<file path="config.mk">
export PLATFORM = sky130hd
export DESIGN_NAME = au_reduce16
export DESIGN_NICKNAME = d
export VERILOG_FILES = /design/src/rtl/au_pkg.sv /design/src/rtl/au_cmp_sel.sv /design/src/rtl/au_reduce16.sv
export SDC_FILE = /design/constraint.sdc
export NUM_CORES = 1
export LEC_CHECK = 0
export ABC_AREA = 1
export CAP_MARGIN = 5
export CORE_UTILIZATION = 54
export CTS_CLUSTER_DIAMETER = 120
export DETAILED_ROUTE_END_ITERATION = 10
export GPL_TIMING_DRIVEN = 0
export PLACE_DENSITY = 0.82
export SYNTH_ARGS = -nofsm -noshare
export SYNTH_HDL_FRONTEND = slang
export SYNTH_SLANG_ARGS = --single-unit
</file>
<file path="constraint.sdc">
create_clock -name clk -period 3.4 [get_ports clk]
set_input_delay 0.34 -clock clk [delete_from_list [all_inputs] [get_ports clk]]
set_output_delay 0.34 -clock clk [all_outputs]
set_load 0.005 [all_outputs]
</file>
<file path="src/rtl/au_pkg.sv">
// Shared definitions for the 16-bit arithmetic-unit stages: op codes,
// the reduce FSM state encoding and width constants.
package au_pkg;

    localparam int          AU_W       = 16;
    localparam logic [15:0] AU_SAT_POS = 16'h7FFF;

    // op[1] set selects min; 2'b11 aliases AU_OP_MIN
    localparam logic [1:0] AU_OP_ABSMAX = 2'b00;
    localparam logic [1:0] AU_OP_MAX    = 2'b01;
    localparam logic [1:0] AU_OP_MIN    = 2'b10;

    typedef enum logic [1:0] {
        ST_IDLE = 2'b00,
        ST_RUN  = 2'b01,
        ST_DONE = 2'b10
    } au_state_e;

endpackage

</file>
<file path="src/rtl/au_cmp_sel.sv">
// Combinational sample transform (saturating abs for ABSMAX) and the
// "strictly better than accumulator" decision for the selected op.
module au_cmp_sel
    import au_pkg::*;
#(
    parameter int W = AU_W
) (
    input  logic [1:0]   op,
    input  logic [W-1:0] x,
    input  logic [W-1:0] acc,
    output logic [W-1:0] v,
    output logic         better
);

    localparam logic [W-1:0] SAT_POS = {1'b0, {(W-1){1'b1}}};
    localparam logic [W-1:0] NEG_MIN = {1'b1, {(W-1){1'b0}}};

    logic [W-1:0] abs_x;

    // Saturating |x| keeps the result positive, so a plain W-bit signed
    // compare is enough downstream.
    always_comb begin
        abs_x = x;
        if (x == NEG_MIN)
            abs_x = SAT_POS;
        else if (x[W-1])
            abs_x = W'(-x);
    end

    assign v = (op == AU_OP_ABSMAX) ? abs_x : x;

    always_comb begin
        if (op[1])
            better = $signed(v) < $signed(acc);
        else
            better = $signed(v) > $signed(acc);
    end

endmodule

</file>
<file path="src/rtl/au_reduce16.sv">
// Streaming block reducer: folds len samples through abs-max / max / min
// and returns the winning value plus its index via a valid/ready handshake.
module au_reduce16
    import au_pkg::*;
#(
    parameter int W  = AU_W,
    parameter int LW = 8
) (
    input  logic          clk,
    input  logic          rst_n,
    input  logic          start,
    input  logic [1:0]    op,
    input  logic [LW-1:0] len,
    input  logic          in_valid,
    output logic          in_ready,
    input  logic [W-1:0]  in_data,
    output logic          out_valid,
    input  logic          out_ready,
    output logic [W-1:0]  out_data,
    output logic [LW-1:0] out_idx,
    output logic          busy
);

    au_state_e     state;
    logic [1:0]    op_q;
    logic [LW-1:0] len_q;
    logic [LW-1:0] cnt;
    logic [W-1:0]  acc;
    logic [LW-1:0] idx;
    logic [W-1:0]  v;
    logic          better;
    logic          accept;

    au_cmp_sel #(.W(W)) u_cmp (
        .op     (op_q),
        .x      (in_data),
        .acc    (acc),
        .v      (v),
        .better (better)
    );

    assign in_ready  = (state == ST_RUN);
    assign out_valid = (state == ST_DONE);
    assign busy      = (state != ST_IDLE);
    assign accept    = in_valid && in_ready;
    assign out_data  = acc;
    assign out_idx   = idx;

    always_ff @(posedge clk or negedge rst_n) begin
        if (!rst_n) begin
            state <= ST_IDLE;
            op_q  <= '0;
            len_q <= '0;
            cnt   <= '0;
            acc   <= '0;
            idx   <= '0;
        end else begin
            case (state)
                ST_IDLE: begin
                    if (start) begin
                        op_q  <= op;
                        len_q <= len;
                        cnt   <= '0;
                        acc   <= '0;
                        idx   <= '0;
                        state <= ST_RUN;
                    end
                end
                ST_RUN: begin
                    if (accept) begin
                        if (cnt == '0 || better) begin
                            acc <= v;
                            idx <= cnt;
                        end
                        // cnt wraps at 2^LW, so len==0 naturally means 2^LW samples
                        cnt <= cnt + 1'b1;
                        if (cnt == LW'(len_q - 1'b1))
                            state <= ST_DONE;
                    end
                end
                ST_DONE: begin
                    if (out_ready)
                        state <= ST_IDLE;
                end
                default: state <= ST_IDLE;
            endcase
        end
    end

endmodule

</file>
==> results.md <==
- Worst skew pair latency: around 0.29 ns
- Comb pwr share: 63.2%
- Global route overflow: 0
- Final WL: 7580 um
- Clock power share: 10.1%
- Multi-input gate area: 0.001822 sq mm
- Leading area contributor after synthesis: dfrtp_1
- Initial DRC count: 155
- Final hold slack: 0.4758 ns
- Largest net degree at the start of global routing: 33
- Initial Utilization: 57.45%
- Fmax: 0.3139 GHz
- Slew @ Worst Pin: 0.5399 ns
- Core area: 0.005675 sq mm
- ANT nets after route: 0
- Post-synth top area share: between 30% and 40%
- Wire length per cell: 12.63 um
- CTS tree: done
- Run status: complete, no violations
- Most frequent cells in the layout: nand2_1 (110), inv_1 (67), clkdlybuf4s50_1 (55)
- Post-synth ARST share: 100.0%
- WP buf/inv: 5
- CTS max path bufs: 2
- Final #Nets: 579
- P_sw: around 0.0016 W
- Row cnt: 27
- DPL Wire Length: slightly below 6000 um
- Die span in y: between 70 and 80 um
- Reg area: 0.001101 sq mm
- Share of layout cells above drive strength 1: 12.69%
- R2R cell count: 19
- Initial antenna violation count: 0
- VDD IR max: 608.1 uV
- R2R Path End: out_data[13]
- Hold Vio Cnt, Final: 0
- Die X: ~80 um
- Clock Sinks: 44
- DP Area: approximately 0.0039 sq mm
- Mapped cell area: 0.003261 sq mm
- ANT cells: 0
- Final instance area: 0.004098 sq mm
- First-pass GRT wire length: 12380 um
- Hold crit path type: in -> async
- Synth area leaders: dfrtp_1 (34%), nand2_1 (13%), inv_1 (7.7%)
- Reg2Reg Launch Point: op_q[1]
- CP Max Fanout: 10
- Gr usage total: 25.00%
- Yosys reg bits: 44
- CP max stage delay: 0.45 ns
- Final Util: 72.20%
- Fill count: 489
- Critical-path top delay cell: clkdlybuf4s50_1
- Unique cell type count in the Yosys netlist: 35
- Flop pwr share: 26.7%
- Area delta synth->final: 25.67%
- Reg clk slew, reported paths: 0.08 ns
- Max Cap Viol: 0
- Seq/Total Area, Yosys: approximately 34%
- Cell family with most CP delay: simple AND/OR/NAND/NOR gates
- Worst endpoint data arrival time: 3.37 ns
- Number of global-route vias before repair: ~2900
- Vias: ~3100
- Clock skew: 0.007702 ns
- Number of flops mapped to enable cells by yosys: 0
- Clk root buf: clkbuf_8
- Die area: 0.006353 sq mm
- Most used DFF post-synth: dfrtp_1
- Final worst path period need: 3.186 ns
- Critical path startpoint category: input pin
- Yosys Warn Count: 0
- Number of H-tree levels: 2
- Slew Limit Fails: 0
- CP Cell Sequence: clkdlybuf4s50_1 -> inv_1 -> ha_2 -> nand4_4 -> nor2_2 -> nand4_1 -> buf_4 -> nand3_1 -> inv_1 -> ha_2 -> a21oi_1 -> o21ai_0 -> a21oi_2 -> nand2_2 -> nand2_1 -> nand3_2 -> nand3_4 -> nand2_4 -> buf_12 -> nand2_2 -> nand2_1
- Int Pwr: around 0.0019 W
- Syn Inst Count: 459
- Net Sw Frac: 45.20%
- Leak: 2.152 nW
- Number of port buffers: 57
- RePlAce Congestion: 0.8582
- Fin crit share: a little over nine tenths
- Syn nets: 510
- Crit path depth: 21
- Drt pass-1 iters: 4
- Drt drc: 0
- # IOs: 58
- Slew HR: 64.01%
- Critical path capture point type: register
- Final setup fails: 0
- Kind of critical path: in -> reg
- Num CTS Buffers: 5
- Syn avg cell area: 7.104 sq um
- Power per cell area: 853.0 mW/mm^2
- Commonest non-fill, non-tap cell in the layout: nand2_1
- DR vias/cell: about 5.2
- Crit path required time: roughly 3.6 ns
- Worst R2R Setup Slack: 0.25 ns
per-layer routing:
layer  GRT usage, %  up-vias  wire, um
li1               -     1586         -
met1          33.36     1430      3625
met2          41.62       75      3617
met3          5.029        5       310
met4          5.455        0        27
met5              0        -         0
cells in the mapped netlist (3+ instances only):
library cell	n
a21oi_1	19
buf_2	6
clkbuf_1	3
dfrtp_1	44
ha_1	20
inv_1	67
nand2_1	110
nand2_2	26
nand3_1	48
nand3_2	3
nand4_1	7
nor2_1	42
nor2_2	3
nor3_1	6
o21ai_0	15
xnor2_1	4
xor2_1	10
power by group through the flow:
stage	Combinational (W)	Clock, W	Sequential (W)
6_report	0.00221	0.000354	0.000934
5_1_grt	0.00247	0.000390	0.000958
4_1_cts	0.00214	0.000362	0.000932
3_5_place_dp	0.00212	0	0.000943
3_3_place_gp	0.00203	0	0.000933
2_1_floorplan	0.00149	0	0.000916
repair_timing:
item,in CTS,in global routing
endpoints found under the setup margin,0,24
hold buffers,1,0
gates resized for setup,0,13
setup buffers,0,3
endpoints found under the hold margin,12,0
sequential cells by signal (all words and copies together), names as in the netlist:
register and cells:
cnt 8, len_q 8, op_q 2, out_data 16, out_idx 8, state 2
kinds of logic after synthesis:
group           after synthesis  synth area share, %
simple gates                255                36.72
buf+inv                      83                11.01
flops                        44                33.77
compound gates               43                7.061
fa+ha+maj                    20                7.675
xor+xnor                     14                3.760
layout make-up:
type / count / share of cell area (%)
clock buffer: 7 / 2.351
multi-input combinational: 332 / 44.46
timing repair buffer: 62 / 15.15
inverter: 69 / 6.321
tap: 72 / 2.198
sequential: 44 / 26.87
buffer: 14 / 2.656
worst max-delay path by stage:
stage / end / start / slack [ns]
after floorplan: out_data[7] / in_data[1] / 0.66
after global placement: out_data[11] / in_data[0] / -0.18
after detailed placement: out_data[14] / in_data[0] / -0.29
after CTS: out_data[14] / in_data[0] / 0.002
after global routing: out_idx[5] / op_q[1] / -0.001
final: out_data[13] / in_data[1] / 0.21
stage by stage:
step	setup TNS, ns	std cells	setup WS [ns]	power, W
finish	0	600	0.2144	0.003495
CTS	0	597	0.002402	0.003434
global placement	-3.709	588	-0.1824	0.002965
floorplan	0	459	0.6576	0.002406
detailed placement	-5.786	589	-0.2931	0.003063
global route	-0.001280	600	-0.001280	0.003815
No activity file was read; power rests on OpenSTA's default activity.
